--- src/rtl/lr_pkg.sv ---
// Shared definitions for the lreport-family packet blocks: flit layout and arbiter states.
// Combinational declarations only; no latency or flow control of its own.
// Flits carry a 2-bit header in the top bits that marks head, body and tail.
package lr_pkg;

    localparam int FLIT_W = 134;

    localparam logic [1:0] HDR_HEAD = 2'b01;
    localparam logic [1:0] HDR_BODY = 2'b11;
    localparam logic [1:0] HDR_TAIL = 2'b10;

    typedef struct packed {
        logic [1:0]        hdr;
        logic [FLIT_W-3:0] pay;
    } flit_t;

    typedef enum logic [1:0] {
        ST_IDLE  = 2'd0,
        ST_GRANT = 2'd1,
        ST_XFER  = 2'd2
    } arb_state_e;

endpackage

--- src/rtl/lr_sat_cnt.sv ---
// Saturating event counter: adds 0..3 per cycle and clamps at all-ones.
// Latency: count visible one cycle after the increment is presented.
// Backpressure: none; always accepts its increment.
module lr_sat_cnt #(
    parameter int W = 16
) (
    input  logic         clk,
    input  logic         rst,
    input  logic [1:0]   add,
    output logic [W-1:0] cnt
);

    logic [W:0] sum;

    assign sum = {1'b0, cnt} + {{(W-1){1'b0}}, add};

    always_ff @(posedge clk or posedge rst) begin
        if (rst) begin
            cnt <= '0;
        end else if (sum[W]) begin
            cnt <= '1;
        end else begin
            cnt <= sum[W-1:0];
        end
    end

endmodule

--- src/rtl/lr_pkt_arb.sv ---
// Round-robin whole-packet arbiter merging two flit sources into one stream.
// Latency: 1 cycle input flit to out_*; ready is registered and trails the grant decision by 1 cycle.
// Backpressure: ready handshake per packet; non-granted or idle-state writes are dropped and counted.
module lr_pkt_arb
    import lr_pkg::*;
#(
    parameter int GRANT_TIMEOUT = 16,
    parameter int CNT_W         = 16
) (
    input  logic              clk,
    input  logic              rst,
    input  logic              s0_req,
    input  logic              s1_req,
    output logic              s0_ready,
    output logic              s1_ready,
    input  logic              s0_data_wr,
    input  logic [FLIT_W-1:0] s0_data,
    input  logic              s0_data_valid,
    input  logic              s0_data_valid_wr,
    input  logic              s1_data_wr,
    input  logic [FLIT_W-1:0] s1_data,
    input  logic              s1_data_valid,
    input  logic              s1_data_valid_wr,
    output logic              out_data_wr,
    output logic [FLIT_W-1:0] out_data,
    output logic              out_data_valid,
    output logic              out_data_valid_wr,
    output logic [CNT_W-1:0]  drop_cnt,
    output logic [CNT_W-1:0]  err_cnt,
    output logic [CNT_W-1:0]  timeout_cnt
);

    localparam int TMR_W = $clog2(GRANT_TIMEOUT + 1);

    arb_state_e       state, nxt_state;
    logic             gnt, nxt_gnt;
    logic             rr_ptr, nxt_rr;
    logic [TMR_W-1:0] tmr, nxt_tmr;

    flit_t            g_flit;
    logic             g_wr, g_vld, g_vld_wr, o_wr;
    logic             fwd, err_inc, to_inc;
    logic [1:0]       drop_add;

    // gnt selects the owning source; the other one is only ever a drop candidate
    assign g_flit   = gnt ? s1_data          : s0_data;
    assign g_wr     = gnt ? s1_data_wr       : s0_data_wr;
    assign g_vld    = gnt ? s1_data_valid    : s0_data_valid;
    assign g_vld_wr = gnt ? s1_data_valid_wr : s0_data_valid_wr;
    assign o_wr     = gnt ? s0_data_wr       : s1_data_wr;

    always_comb begin
        nxt_state = state;
        nxt_gnt   = gnt;
        nxt_rr    = rr_ptr;
        nxt_tmr   = tmr;
        fwd       = 1'b0;
        err_inc   = 1'b0;
        to_inc    = 1'b0;
        drop_add  = 2'd0;
        case (state)
            ST_IDLE: begin
                drop_add = {1'b0, s0_data_wr} + {1'b0, s1_data_wr};
                if (s0_req || s1_req) begin
                    nxt_gnt   = (s0_req && s1_req) ? rr_ptr : s1_req;
                    nxt_state = ST_GRANT;
                    nxt_tmr   = '0;
                end
            end
            ST_GRANT: begin
                drop_add = {1'b0, o_wr};
                if (g_wr && g_flit.hdr == HDR_HEAD) begin
                    fwd       = 1'b1;
                    nxt_state = ST_XFER;
                end else begin
                    err_inc = g_wr;
                    // error flits still consume grant time so a broken source cannot hold the grant
                    if (tmr == TMR_W'(GRANT_TIMEOUT - 1)) begin
                        to_inc    = 1'b1;
                        nxt_rr    = ~gnt;
                        nxt_state = ST_IDLE;
                    end else begin
                        nxt_tmr = tmr + 1'b1;
                    end
                end
            end
            ST_XFER: begin
                drop_add = {1'b0, o_wr};
                if (g_wr) begin
                    fwd = 1'b1;
                    if (g_flit.hdr == HDR_TAIL) begin
                        nxt_rr    = ~gnt;
                        nxt_state = ST_IDLE;
                    end else if (g_flit.hdr == HDR_HEAD) begin
                        err_inc = 1'b1;
                    end
                end
            end
            default: nxt_state = ST_IDLE;
        endcase
    end

    always_ff @(posedge clk or posedge rst) begin
        if (rst) begin
            state             <= ST_IDLE;
            gnt               <= 1'b0;
            rr_ptr            <= 1'b0;
            tmr               <= '0;
            s0_ready          <= 1'b0;
            s1_ready          <= 1'b0;
            out_data_wr       <= 1'b0;
            out_data          <= '0;
            out_data_valid    <= 1'b0;
            out_data_valid_wr <= 1'b0;
        end else begin
            state             <= nxt_state;
            gnt               <= nxt_gnt;
            rr_ptr            <= nxt_rr;
            tmr               <= nxt_tmr;
            s0_ready          <= (nxt_state == ST_GRANT) && !nxt_gnt;
            s1_ready          <= (nxt_state == ST_GRANT) && nxt_gnt;
            out_data_wr       <= fwd;
            out_data          <= fwd ? g_flit : '0;
            out_data_valid    <= fwd & g_vld;
            out_data_valid_wr <= fwd & g_vld_wr;
        end
    end

    lr_sat_cnt #(.W(CNT_W)) u_drop_cnt (
        .clk (clk),
        .rst (rst),
        .add (drop_add),
        .cnt (drop_cnt)
    );

    lr_sat_cnt #(.W(CNT_W)) u_err_cnt (
        .clk (clk),
        .rst (rst),
        .add ({1'b0, err_inc}),
        .cnt (err_cnt)
    );

    lr_sat_cnt #(.W(CNT_W)) u_timeout_cnt (
        .clk (clk),
        .rst (rst),
        .add ({1'b0, to_inc}),
        .cnt (timeout_cnt)
    );

endmodule

--- config.mk ---
export PLATFORM = sky130hd
export DESIGN_NAME = lr_pkt_arb
export DESIGN_NICKNAME = d
export VERILOG_FILES = /design/src/rtl/lr_pkg.sv /design/src/rtl/lr_sat_cnt.sv /design/src/rtl/lr_pkt_arb.sv
export SDC_FILE = /design/constraint.sdc
export NUM_CORES = 1
export LEC_CHECK = 0
export ABC_AREA = 1
export CORE_AREA = 3 3 182 184
export CTS_CLUSTER_SIZE = 12
export DETAILED_ROUTE_END_ITERATION = 8
export DIE_AREA = 0 0 185 187
export GPL_TIMING_DRIVEN = 0
export HOLD_SLACK_MARGIN = 0.12
export PLACE_DENSITY = 0.68
export SYNTH_ARGS = -nofsm -noshare
export SYNTH_HDL_FRONTEND = slang
export SYNTH_SLANG_ARGS = --single-unit
export TNS_END_PERCENT = 50
--- constraint.sdc ---
create_clock -name clk -period 8.8 [get_ports clk]
set_input_delay 1.32 -clock clk [delete_from_list [all_inputs] [get_ports clk]]
set_output_delay 1.32 -clock clk [all_outputs]
set_load 0.005 [all_outputs]
# == After elaboration in Yosys (flattened, before gate mapping) ==
# Cells that the tools add are included.
# totals
reg_bits,196
inputBits,278
elab_cells,84
# classes
eq_ne,12
reduce_logical,12
n_bitwise,3
muxes,39
n_addsub,5
# ops
op,n
134-bit 2-to-1 mux,2
16-bit 2-to-1 mux,3
16-bit by 1-bit adder with 17-bit output,2
1-bit 2-to-1 mux,20
16-bit by 2-bit adder with 17-bit output,1
5-bit 2-to-1 mux,3
"2-bit inequality test, second input constant",6
2-bit 2-to-1 mux,5
5-bit one-hot mux with 2 select lines,1
"2-bit by 1-bit == test with 1-bit output, second input constant",3
1-bit one-hot mux with 2 select lines,3
2-bit one-hot mux with 3 select lines,1
"5-bit by 1-bit adder with 5-bit output, second input constant",1
"5-bit by 4-bit == test with 1-bit output, second input constant",1
5-bit AND reduction,1
"2-bit == test, second input constant",2
1-bit logical AND,4
2-bit one-hot mux with 2 select lines,1
4-bit AND reduction,1
2-bit nonzero test,2
1-bit by 1-bit adder with 2-bit output,1
1-bit AND,2
2-bit zero test,1
2-bit OR reduction,1
other kinds (3),3

# == Depth between registers and ports, before layout ==
# depth
ltp_word,8
depth_mapped,17

# == By module ==
# From an unflattened synthesis, not the netlist that was laid out.
# hier_totals
hier_cells,1071
hier_area_um2,9532.9
# by_module_without_submodules
module,area_per_inst_um2,n_inst,seq_area_each_um2,cells_each
lr_pkt_arb,6717.7,1,3703.6,711
lr_sat_cnt,938.4,3,400.4,120

# == Worst setup path after synthesis ==
# Ideal clock, no wire load.
# synth_timing
path_type,input port to flip-flop
start,input port s0_data_wr
end,register u_drop_cnt.cnt[11]
arrival_time_ns,3.296
setup_ns,0.069
stages,14
slack_ns,5.435
path_cell_list,ha_1 -> nand2_1 -> a21oi_1 -> ha_1 -> inv_1 -> fa_1 -> inv_1 -> nand2_1 -> nor2_2 -> nand3_1 -> nor2_2 -> nand3_1 -> buf_2 -> nand3_1
# synth_via
elab_chain_cells,4
word_cells_on_any_way,5
classes_between,add/sub (2); mux (3)
# synth_rtl
element,line,rtl
"start, declared",lr_pkt_arb.sv:16,"input logic s0_data_wr,"
1-bit by 1-bit adder with 2-bit output or 1-bit 2-to-1 mux (tied branches),"lr_pkt_arb.sv:63, lr_pkt_arb.sv:50",
2-bit one-hot mux with 2 select lines (*),lr_pkt_arb.sv:61,case (state)
16-bit by 2-bit adder with 17-bit output (*),lr_sat_cnt.sv:15,"assign sum = {1'b0, cnt} + {{(W-1){1'b0}}, add};"
16-bit 2-to-1 mux (*),lr_sat_cnt.sv:20,end else if (sum[W]) begin
"end signal, assigned",lr_sat_cnt.sv:23,cnt <= sum[W-1:0];
"end, declared",lr_sat_cnt.sv:10,output logic [W-1:0] cnt
# Mark *: on every way between the ends. The rest lies on a longest branch, timed or not.
# A chain may end at the register's enable or synchronous reset.

# == Worst setup path after layout ==
# layout_timing
start,input port s0_data_wr
end,register u_drop_cnt.cnt[7]
# Same word-level chain as after synthesis.

==> impl_metrics.ini <==
[status]
outcome = completed

[yosys]
yosysWarnings = 0
gate_count_of_the_mapped_netlist = 994
count_of_unique_library_cells_instantiated_by_yosys = 33
seq_area_frac_synth_pct = 56.28
synth.avg_cell_area_sq_um = 8.767
synth.net_count = 1288
synth-edff-count = 0
synth.ff_latch_count = 196
ys.flop_type = sky130_fd_sc_hd__dfrtp_1
mappedNetlistArea_sq_mm = 0.008715
asyncSetResetFlopFracSynth_pct = 100.0

[route]
detailroute.wirelength.met3_microns = 2412
dr.first_iter.drc_count = 357
wl_met1_microns = 13310
detailroute.via_count = 8608
highest-signal-layer = met4
drt_pass1_iterations = 5
antenna_left = 0
routedWlPerCell_microns = 17.93
route.detailed.drc = 0
vias_per_cell = 4.521
met2_length_microns = 17530
total_detailed_routing_wirelength_microns = 34140

[cts]
cts_setup_buffers = 0
cts_resized = 0
cts.reportedPaths.clkPinSlew_ps = 70
cts_tree = built
clock-sinks = 196
cts_root_buf = sky130_fd_sc_hd__clkbuf_16
h-tree-depth = 4
cts_buffers = 17
clock_tree.buffer_depth = 2
worst_skew_pair_latency_ps = 430
hold_buffers = 0

[critical_path]
critPathRequiredTime_ps = 9170
worst-setup-path-type = input pin to flop
kind_of_end_point_of_the_critical_path = flop
worst_setup_path_endpoint = u_drop_cnt.cnt[7]$_DFF_PP0_
timing.critical_path.from_type = input pin
r2r.worst_path.cells = 16
worst_r2r_startpoint = gnt$_DFF_PP0_
setup.reg_to_reg.worst_slack_ps = 5380
worstPathMaxFanout = 10
cp-startpoint = s0_data_wr
r2r-end = u_drop_cnt.cnt[7]$_DFF_PP0_
critPathArrivalTime_ps = 4300

[finish]
synthToLayoutAreaGrowth_pct = 66.79
final_core_utilization_pct = 46.06
layout-drive-gt1-share_pct = 7.109
fillCellCount = 2998
finish.cell_count_without_fillers = 1904
multi_input_comb_area_sq_mm = 0.003333
seqCellArea_sq_mm = 0.004905
design.final.nets = 1772

[timing]
finalMaxSlewViolations = 0
timing_worst_slew_pin_value_ps = 747.7
period_share_pct = 44.66
grt_setup_unrepaired = false
holdWs_ps = 486.9
finalHoldViolations = 0
setup_viol_count_final = 0
slew_headroom_pct = 50.15
timing.final.crit_period_ps = 3930
fmaxAchievable_mhz = 254.5
worst_clock_skew_ps = 11.64

[floorplanning]
boundaryPins = 465
core-area_sq_mm = 0.03156
core.rowCount = 65
die_area_sq_mm = 0.03460
die_h_microns = 187
die_width_microns = 185
initial_util_pct = 27.62

[power]
static-leakage-power_nw = 6.592
peak_supply_drop_mv = 0.1152
powerDensity_mw_per_mm2 = 226.9

[global_routing]
number_of_global_route_vias_before_repair = 8863
global_route_wire_length_before_repair_microns = 51520
globalRouteOverflowTotal = 0
gr-usage-all-layers_pct = 19.53
antenna_found_initial = 10
largest_net_degree_at_the_start_of_global_routing = 108

[job]
max-cap-violations = 0

[place]
gp_congestion = 0.8647
placed_cells = 1861
place.port_buffers = 464
dp_hpwl_microns = 26770

[worst_hold_path]
min-delay-path-class = flop to flop
==> metal layers <==
layer / vias to the layer above / GRT usage (%)
li1: 4144 / -
met5: - / 0
met3: 39 / 5.095
met4: 0 / 7.821
met2: 323 / 33.07
met1: 4102 / 23.57
==> area by class of cell <==
cell class	count	share of cell area [%]
repair buffers	465	32.14
well taps	402	3.460
clock inverters	10	1.007
diodes	11	0.1894
clock buffers	22	3.194
multi-input cells	686	22.93
plain buffers	47	1.601
flip-flops and latches	196	33.74
inverters	65	1.730
==> power by group <==
group          total (mW)  internal, mW  switching (mW)  leakage (nW)
Sequential           1.12          1.05          0.0773          2.67
Combinational        1.33         0.570           0.764          3.64
Clock               0.840         0.467           0.374         0.284
==> placed cells by master, fill, tap and decap left out, types with 3 or more instances in the layout <==
| cell type | count |
|---|---|
| sky130_fd_sc_hd__a21oi_1 | 105 |
| sky130_fd_sc_hd__a21oi_2 | 40 |
| sky130_fd_sc_hd__buf_2 | 12 |
| sky130_fd_sc_hd__buf_6 | 5 |
| sky130_fd_sc_hd__bufinv_16 | 3 |
| sky130_fd_sc_hd__clkbuf_1 | 32 |
| sky130_fd_sc_hd__clkbuf_16 | 17 |
| sky130_fd_sc_hd__clkdlybuf4s50_1 | 464 |
| sky130_fd_sc_hd__clkinvlp_4 | 4 |
| sky130_fd_sc_hd__dfrtp_1 | 196 |
| sky130_fd_sc_hd__diode_2 | 11 |
| sky130_fd_sc_hd__ha_1 | 15 |
| sky130_fd_sc_hd__inv_1 | 61 |
| sky130_fd_sc_hd__inv_2 | 3 |
| sky130_fd_sc_hd__nand2_1 | 372 |
| sky130_fd_sc_hd__nand2_2 | 3 |
| sky130_fd_sc_hd__nand3_1 | 37 |
| sky130_fd_sc_hd__nand3b_1 | 5 |
| sky130_fd_sc_hd__nand4_1 | 6 |
| sky130_fd_sc_hd__nor2_1 | 32 |
| sky130_fd_sc_hd__nor2_2 | 4 |
| sky130_fd_sc_hd__nor3_1 | 9 |
| sky130_fd_sc_hd__o21ai_0 | 24 |
| sky130_fd_sc_hd__or2_2 | 5 |
| sky130_fd_sc_hd__xnor2_1 | 4 |
| sky130_fd_sc_hd__xor2_1 | 11 |
==> how the worst min path moves through the flow <==
stage,startpoint,end,slack [ps],cells past startpoint
floorplan,rr_ptr$_DFFE_PP0P_,rr_ptr$_DFFE_PP0P_,450,2
global placement,rr_ptr$_DFFE_PP0P_,rr_ptr$_DFFE_PP0P_,470,2
detailed placement,u_err_cnt.cnt[15]$_DFF_PP0_,u_err_cnt.cnt[15]$_DFF_PP0_,480,2
CTS,u_err_cnt.cnt[15]$_DFF_PP0_,u_err_cnt.cnt[15]$_DFF_PP0_,500,2
global route,u_err_cnt.cnt[15]$_DFF_PP0_,u_err_cnt.cnt[15]$_DFF_PP0_,530,2
finish,u_err_cnt.cnt[15]$_DFF_PP0_,u_err_cnt.cnt[15]$_DFF_PP0_,490,2
==> cells by family (layout without fill, tap and decap cells) <==
kind of cell | Yosys count | after routing | synth area share (%)
AO/OA/AOI/OAI | 178 | 178 | 12.25
XOR/XNOR | 15 | 15 | 1.507
adder cells (fa/ha/maj) | 16 | 16 | 2.383
buffers and inverters | 112 | 609 | 5.470
flip-flops | 196 | 196 | 56.28
other | 0 | 11 | 0
AND/OR/NAND/NOR | 477 | 477 | 22.11
==> cell usage after synthesis (2+ instances only) <==
master	number	area (sq um)
sky130_fd_sc_hd__xor2_1	11	96.34
sky130_fd_sc_hd__nor2_1	32	120.1
sky130_fd_sc_hd__nor3_1	9	45.04
sky130_fd_sc_hd__nand3_1	37	185.2
sky130_fd_sc_hd__o31ai_1	2	15.01
sky130_fd_sc_hd__inv_2	3	11.26
sky130_fd_sc_hd__nand4_1	6	37.54
sky130_fd_sc_hd__ha_1	15	187.7
sky130_fd_sc_hd__inv_1	62	232.7
sky130_fd_sc_hd__or2_2	5	31.28
sky130_fd_sc_hd__o21ai_1	2	10.01
sky130_fd_sc_hd__o21ai_0	24	120.1
sky130_fd_sc_hd__nand2_2	3	18.77
sky130_fd_sc_hd__nand3b_1	5	37.54
sky130_fd_sc_hd__dfrtp_1	196	4905
sky130_fd_sc_hd__a21oi_1	105	525.5
sky130_fd_sc_hd__buf_2	12	60.06
sky130_fd_sc_hd__nor2_2	4	25.02
sky130_fd_sc_hd__nand2_1	372	1396
sky130_fd_sc_hd__a21oi_2	40	350.3
sky130_fd_sc_hd__xnor2_1	4	35.03
sky130_fd_sc_hd__clkbuf_1	29	108.9
sky130_fd_sc_hd__buf_6	5	56.30
sky130_fd_sc_hd__nor4_1	2	12.51
==> state kept, by name (all words and copies together) (netlist names) <==
name / count
u_drop_cnt.cnt: 16
state: 2
s1_ready: 1
rr_ptr: 1
u_timeout_cnt.cnt: 16
out_data: 134
gnt: 1
tmr: 5
u_err_cnt.cnt: 16
out_data_wr: 1
out_data_valid: 1
s0_ready: 1
out_data_valid_wr: 1
==> through the flow <==
step	total power [mW]	cell area, sq um	worst slack, ps	setup TNS (ps)
6_report	3.298	14540	4870	0
5_1_grt	3.525	14530	4554	0
4_1_cts	3.338	14510	4831	0
3_5_place_dp	2.482	13900	4379	0
3_3_place_gp	2.460	13860	-775.8	-147320
2_1_floorplan	1.805	8715	2139	0
==> worst max-delay path, stage by stage <==
cell                              delay (ps)
sky130_fd_sc_hd__clkdlybuf4s50_1         540
sky130_fd_sc_hd__inv_1                    80
sky130_fd_sc_hd__a21oi_1                 170
sky130_fd_sc_hd__o21ai_0                 110
sky130_fd_sc_hd__a21oi_1                 220
sky130_fd_sc_hd__ha_1                    200
sky130_fd_sc_hd__inv_1                    60
sky130_fd_sc_hd__fa_1                    390
sky130_fd_sc_hd__inv_1                    90
sky130_fd_sc_hd__nand2_1                  80
sky130_fd_sc_hd__nor2_2                  180
sky130_fd_sc_hd__nand3_1                 100
sky130_fd_sc_hd__nor2_2                  170
sky130_fd_sc_hd__nand3_1                 240
sky130_fd_sc_hd__buf_2                   270
sky130_fd_sc_hd__nand3_1                  80
(Power assumes the default switching activity.)
